<file path="src/rtl/hpi_pkg.sv">
// Shared types for the CY7C67200 HPI bus sequencer: HPI register select,
// command kinds and sequencer states.
package hpi_pkg;

    typedef enum logic [1:0] {
        HPI_DATA    = 2'd0,
        HPI_MAILBOX = 2'd1,
        HPI_ADDRESS = 2'd2,
        HPI_STATUS  = 2'd3
    } hpi_reg_e;

    typedef enum logic [1:0] {
        MEM_WR = 2'd0,
        MEM_RD = 2'd1,
        MBX_WR = 2'd2,
        STS_RD = 2'd3
    } hpi_cmd_e;

    typedef enum logic [2:0] {
        S_IDLE,
        S_ADDR_STB,
        S_ADDR_GAP,
        S_DATA_WAIT,
        S_DATA_STB,
        S_DATA_GAP
    } seq_state_e;

    function automatic hpi_reg_e data_reg(hpi_cmd_e k);
        case (k)
            MBX_WR:  return HPI_MAILBOX;
            STS_RD:  return HPI_STATUS;
            default: return HPI_DATA;
        endcase
    endfunction

    function automatic logic is_read(hpi_cmd_e k);
        return (k == MEM_RD) || (k == STS_RD);
    endfunction

endpackage

</file>
<file path="src/rtl/hpi_sequencer.sv">
// Sequences HPI bus cycles (ADDRESS/DATA/MAILBOX/STATUS) on the hpi_io_intf
// from_sw_* strobes with programmable strobe and recovery lengths.
module hpi_sequencer
    import hpi_pkg::*;
#(
    parameter int unsigned STB_CYC = 3,
    parameter int unsigned GAP_CYC = 2
) (
    input  logic        Clk,
    input  logic        Reset,
    input  logic        cmd_valid,
    output logic        cmd_ready,
    input  logic [1:0]  cmd_kind,
    input  logic [15:0] cmd_addr,
    input  logic [7:0]  cmd_len,
    input  logic        wr_valid,
    output logic        wr_ready,
    input  logic [15:0] wr_data,
    output logic        rd_valid,
    output logic [15:0] rd_data,
    output logic        done,
    output logic [1:0]  from_sw_address,
    output logic [15:0] from_sw_data_out,
    output logic        from_sw_r,
    output logic        from_sw_w,
    output logic        from_sw_cs,
    input  logic [15:0] from_sw_data_in
);

    localparam logic [3:0] STB_LAST = 4'(STB_CYC - 1);
    localparam logic [3:0] GAP_LAST = 4'(GAP_CYC - 1);
    localparam logic [3:0] GAP_DONE = 4'(GAP_CYC - 2);
    // Second gap cycle: read data has crossed the interface's output and input registers.
    localparam logic [3:0] GAP_CAPT = 4'd1;

    seq_state_e  state_q, state_d;
    hpi_cmd_e    kind_q, kind_d;
    logic [15:0] addr_q, addr_d;
    logic [7:0]  remaining_q, remaining_d;
    logic [3:0]  phase_q, phase_d;

    logic        cmd_ready_q, cmd_ready_d;
    logic        wr_ready_q, wr_ready_d;
    logic        rd_valid_q, rd_valid_d;
    logic [15:0] rd_data_q, rd_data_d;
    logic        done_q, done_d;
    logic [1:0]  address_q, address_d;
    logic [15:0] data_out_q, data_out_d;
    logic        r_q, r_d, w_q, w_d, cs_q, cs_d;

    always_comb begin
        state_d     = state_q;
        kind_d      = kind_q;
        addr_d      = addr_q;
        remaining_d = remaining_q;
        data_out_d  = data_out_q;
        address_d   = address_q;
        rd_data_d   = rd_data_q;
        rd_valid_d  = 1'b0;
        done_d      = 1'b0;
        cs_d        = 1'b1;
        r_d         = 1'b1;
        w_d         = 1'b1;

        case (state_q)
            S_IDLE: begin
                if (cmd_valid && cmd_ready_q) begin
                    kind_d = hpi_cmd_e'(cmd_kind);
                    addr_d = cmd_addr;
                    case (kind_d)
                        MEM_WR, MEM_RD: begin
                            remaining_d = (cmd_len == 8'd0) ? 8'd1 : cmd_len;
                            state_d     = S_ADDR_STB;
                        end
                        MBX_WR: begin
                            remaining_d = 8'd1;
                            state_d     = S_DATA_WAIT;
                        end
                        default: begin
                            remaining_d = 8'd1;
                            state_d     = S_DATA_STB;
                        end
                    endcase
                end
            end
            S_ADDR_STB: if (phase_q == STB_LAST) state_d = S_ADDR_GAP;
            S_ADDR_GAP: begin
                if (phase_q == GAP_LAST)
                    state_d = (kind_q == MEM_RD) ? S_DATA_STB : S_DATA_WAIT;
            end
            S_DATA_WAIT: begin
                if (wr_valid) begin
                    data_out_d = wr_data;
                    state_d    = S_DATA_STB;
                end
            end
            S_DATA_STB: if (phase_q == STB_LAST) state_d = S_DATA_GAP;
            S_DATA_GAP: begin
                if (is_read(kind_q) && phase_q == GAP_CAPT) begin
                    rd_valid_d = 1'b1;
                    rd_data_d  = from_sw_data_in;
                end
                // Lands on the last gap cycle so cmd_ready follows one cycle later.
                if (phase_q == GAP_DONE && remaining_q == 8'd1)
                    done_d = 1'b1;
                if (phase_q == GAP_LAST) begin
                    remaining_d = remaining_q - 8'd1;
                    if (remaining_q == 8'd1)
                        state_d = S_IDLE;
                    else
                        state_d = is_read(kind_q) ? S_DATA_STB : S_DATA_WAIT;
                end
            end
            default: state_d = S_IDLE;
        endcase

        if (state_d == state_q &&
            (state_q == S_ADDR_STB || state_q == S_ADDR_GAP ||
             state_q == S_DATA_STB || state_q == S_DATA_GAP))
            phase_d = phase_q + 4'd1;
        else
            phase_d = 4'd0;

        // Bus outputs are decoded from the next state so they register in step with it.
        case (state_d)
            S_ADDR_STB: begin
                address_d  = HPI_ADDRESS;
                data_out_d = addr_d;
                cs_d       = 1'b0;
                w_d        = 1'b0;
            end
            S_DATA_STB: begin
                address_d = data_reg(kind_d);
                cs_d      = 1'b0;
                if (is_read(kind_d)) r_d = 1'b0;
                else                 w_d = 1'b0;
            end
            default: ;
        endcase

        cmd_ready_d = (state_d == S_IDLE);
        wr_ready_d  = (state_d == S_DATA_WAIT);
    end

    always_ff @(posedge Clk) begin
        if (Reset) begin
            state_q     <= S_IDLE;
            kind_q      <= MEM_WR;
            addr_q      <= 16'd0;
            remaining_q <= 8'd0;
            phase_q     <= 4'd0;
            cmd_ready_q <= 1'b1;
            wr_ready_q  <= 1'b0;
            rd_valid_q  <= 1'b0;
            rd_data_q   <= 16'd0;
            done_q      <= 1'b0;
            address_q   <= 2'd0;
            data_out_q  <= 16'd0;
            r_q         <= 1'b1;
            w_q         <= 1'b1;
            cs_q        <= 1'b1;
        end else begin
            state_q     <= state_d;
            kind_q      <= kind_d;
            addr_q      <= addr_d;
            remaining_q <= remaining_d;
            phase_q     <= phase_d;
            cmd_ready_q <= cmd_ready_d;
            wr_ready_q  <= wr_ready_d;
            rd_valid_q  <= rd_valid_d;
            rd_data_q   <= rd_data_d;
            done_q      <= done_d;
            address_q   <= address_d;
            data_out_q  <= data_out_d;
            r_q         <= r_d;
            w_q         <= w_d;
            cs_q        <= cs_d;
        end
    end

    assign cmd_ready        = cmd_ready_q;
    assign wr_ready         = wr_ready_q;
    assign rd_valid         = rd_valid_q;
    assign rd_data          = rd_data_q;
    assign done             = done_q;
    assign from_sw_address  = address_q;
    assign from_sw_data_out = data_out_q;
    assign from_sw_r        = r_q;
    assign from_sw_w        = w_q;
    assign from_sw_cs       = cs_q;

endmodule
</file>
<file path="config.mk">
export PLATFORM = sky130hd
export DESIGN_NAME = hpi_sequencer
export DESIGN_NICKNAME = d
export VERILOG_FILES = /design/src/rtl/hpi_pkg.sv /design/src/rtl/hpi_sequencer.sv
export SDC_FILE = /design/constraint.sdc
export NUM_CORES = 1
export LEC_CHECK = 0
export ABC_CLOCK_PERIOD_IN_PS = 2300
export CORE_MARGIN = 1.5
export CORE_UTILIZATION = 42
export DETAILED_ROUTE_END_ITERATION = 10
export PLACE_DENSITY = 0.74
export SETUP_SLACK_MARGIN = 0.1
export SYNTH_ARGS = -nofsm -noshare
export SYNTH_HDL_FRONTEND = slang
export SYNTH_SLANG_ARGS = --single-unit
</file>
<file path="constraint.sdc">
create_clock -name Clk -period 2.3 [get_ports Clk]
set_clock_uncertainty 0.2 [all_clocks]
set_input_delay 0.46 -clock Clk [delete_from_list [all_inputs] [get_ports Clk]]
set_output_delay 0.46 -clock Clk [all_outputs]
set_load 0.02 [all_outputs]
</file>
==> out/results.txt <==
Multi-input logic area = 1870 um2
Worst setup margin = -85.2 ps
Slowest-stage cell, CP = or3b_4
Longest Clk Path Bufs = 2
DRT antenna net count = 0
N_diodes = 0
CP bufs+invs = 3
Register area share after synthesis = 0.437
Max Fclk = 419 MHz
Synth Register Bits = 74
Wire length per cell = 14.8 um
Initial core utilization = 0.436
Hold Path Class = flip-flop to flip-flop
Mapped cell area = 3390 um2
WP data arrival = 2430 ps
TritonCTS buffer count = 9
Largest net degree at the start of global routing = 38
Routed length on met2 = 4.53 mm
Sink Count = 74
Crit path required time = 2340 ps
Syn nets = 458
Detailed Route WL = 9.51 mm
Pins Over Slew Limit = 0
Total number of vias = 3,323
Worst-margin pin slew = 426 ps
1st-iter DRT viols = 150
Distinct cell type count after synthesis = 61
Status = finished with violations
Cts-stage hold buffer count = 0
H-tree depth reported by CTS = 3
Post-synth EDFFs = 0
Max-cap violations = 0
Area grow syn2layout = 54.7%
Crit-path leading delay family = compound AO/OA/AOI/OAI gates
Die Ht = 92.8 um
Core area = 7770 um2
Critical path launch point type = flip-flop
Global route overflow = 0
Vias per cell = 5.17
Critical-path cell list = inv_2 -> ha_4 -> or3b_4 -> o21a_1 -> o21ai_2 -> a2111oi_4 -> buf_6 -> buf_4 -> o32a_4
Power per cell area = 752 nW/um2
DRC violations left = 0
Yosys top cell by area = dfxtp_1
Yosys warns = 0
Avg Synthesized Cell Area = 8.69 um2
Die X-Extent = 92.8 um
Overall Global Routing Usage = 0.225
GP Congestion = 0.922
CTS root buf = clkbuf_8
Fraction of layout cells with a size suffix above 1 = 0.229
Core Rows = 32
Worst IR drop on VDD = 0.540 mV
WHS = 254 ps
Worst-path maximum fanout = 8
Initial antenna violation count = 0
IO buf count = 102
Failing checks = setup timing
First-pass GRT wire length = 15.4 mm
Count of final hold-check violations = 0
Setup violators final = 21
Max incr delay on CP = 410 ps
Nets = 604
Post-Syn Instances = 390
DIE AREA = 8610 um2
RSZ-0062 raised after global routing = yes
I/O pin total = 103
Clock transition at path regs = 80 ps
Nature of the critical path endpoint = flip-flop
Vias in the first global route = 3,225
Crit share post-route = 1.04
Synth async-reset ratio = 0
Fillers = 625
Area contributors post-synth = dfxtp_1 (44%), nand2_1 (10%), a21oi_1 (6.9%), mux2i_1 (5.0%), o31ai_1 (3.5%)
Max layer used = met4
LEAKAGE = 2.05 nW
Met3 Wirelength = 671 um
DRT met1 WL = 4.17 mm
Worst slew margin = 0.715
Setup TNS = -616 ps
WS Path Type = flip-flop to flip-flop
Detail Placement HPWL = 6.73 mm
Area fraction of the dominant cell type after synthesis = 0.437
CTS tree = built
Drt pass-1 iters = 4
Skew-Pair Late Insertion Delay = 350 ps
Min cycle time layout = 2390 ps
Main flop type after synthesis = dfxtp_1
Register Area = 1490 um2
-- tightest hold or removal path, delay by kind of cell (launching register included) --
family	cells	cell delay (ps)
and+or+nand+nor	1	50
DFF	1	310
AOI/OAI and AO/OA	1	50
-- final timing paths --
path                                             startpoint  cells after the start                         endpoint  slack, ps
worst max-delay path            remaining_q[1]$_SDFFE_PP0P_                      9  from_sw_address[1]$_SDFFE_PP0N_        -90
worst min-delay path                rd_data[8]$_SDFFE_PP0P_                      2          rd_data[8]$_SDFFE_PP0P_        250
worst max register to register  remaining_q[1]$_SDFFE_PP0P_                      9  from_sw_address[1]$_SDFFE_PP0N_        -90
worst min register to register      rd_data[8]$_SDFFE_PP0P_                      2          rd_data[8]$_SDFFE_PP0P_        250
-- cells in the final DEF (no fill, tap or decap), drive strengths merged, types with 2 or more instances in the layout --
master	count
a21o	2
a21oi	47
a221oi	2
a311oi	3
a31oi	3
a32o	2
buf	58
bufinv	2
clkbuf	11
clkdlybuf4s50	101
clkinv	2
dfxtp	74
ha	6
inv	11
mux2i	17
nand2	93
nand3	7
nand4	2
nor2	20
nor2b	3
nor3	7
nor3b	4
nor4	6
nor4b	3
o211ai	2
o21a	2
o21ai	9
o311ai	2
o31ai	16
or4	2
xor2	2
-- flip-flops by register name, indices dropped and copies added, names as in the netlist --
signal / cells
from_sw_address: 2
from_sw_data_out: 16
phase_q: 4
from_sw_r: 1
wr_ready: 1
kind_q: 2
done: 1
remaining_q: 8
rd_valid: 1
rd_data: 16
state_q: 3
addr_q: 16
cmd_ready: 1
from_sw_w: 1
from_sw_cs: 1
-- routing by layer --
| metal | vias up | global-route usage |
|---|---|---|
| li1 | 1656 | - |
| met1 | 1553 | 0.283 |
| met2 | 100 | 0.366 |
| met3 | 14 | 0.0706 |
| met4 | 0 | 0.0707 |
| met5 | - | 0 |
-- repair_timing --
item                                    CTS  global route
endpoints found under the setup margin   25            26
cloned                                    0             1
pin swaps                                 6             5
setup buffers                             4             5
gates resized for setup                  17            17
-- layout make-up --
cell class              count  area share
clock buffers              10      0.0244
clock inverters             6      0.0172
inverters                  10     0.00716
multi-input cells         281       0.356
flip-flops and latches     74       0.284
well taps                 102      0.0244
repair buffers            160       0.287
-- cell usage after synthesis (3+ instances only) --
library cell	instances
nor4_1	6
dfxtp_1	74
o31ai_1	16
nand2_1	92
buf_6	4
a311oi_1	3
nor2b_1	3
o21ai_0	8
nor3_1	7
nand3_1	6
clkbuf_8	6
clkbuf_1	12
a31oi_1	3
nor2_1	19
ha_1	6
inv_1	10
mux2i_1	17
nor3b_1	3
a21oi_1	47
-- where the power goes --
part	switching [W]	internal, W	leakage [nW]
clock	0.000501	0.000615	0.107
combinational	0.000686	0.000671	1.34
sequential	0.0000612	0.00141	0.604
-- cells by family after synthesis --
group | share of synthesized area
DFF | 0.437
and+or+nand+nor | 0.221
xor gates and xnor gates | 0.00776
buffers and inverters | 0.0679
adders and majority gates | 0.0222
muxes | 0.0535
AOI/OAI and AO/OA | 0.190
-- metrics by stage --
step	utilization	instances	total power [W]	cell area (um2)	worst slack (ps)
after floorplan	-	390	0.00217	3440	-16.4
after global placement	0.614	617	0.00266	4770	-235
after detailed placement	0.614	617	0.00269	4770	-306
after CTS	0.659	637	0.00386	5110	-35.7
after global routing	0.675	643	0.00415	5240	-164
final	0.675	643	0.00394	5240	-85.2
No activity file was read; power rests on OpenSTA's default activity.
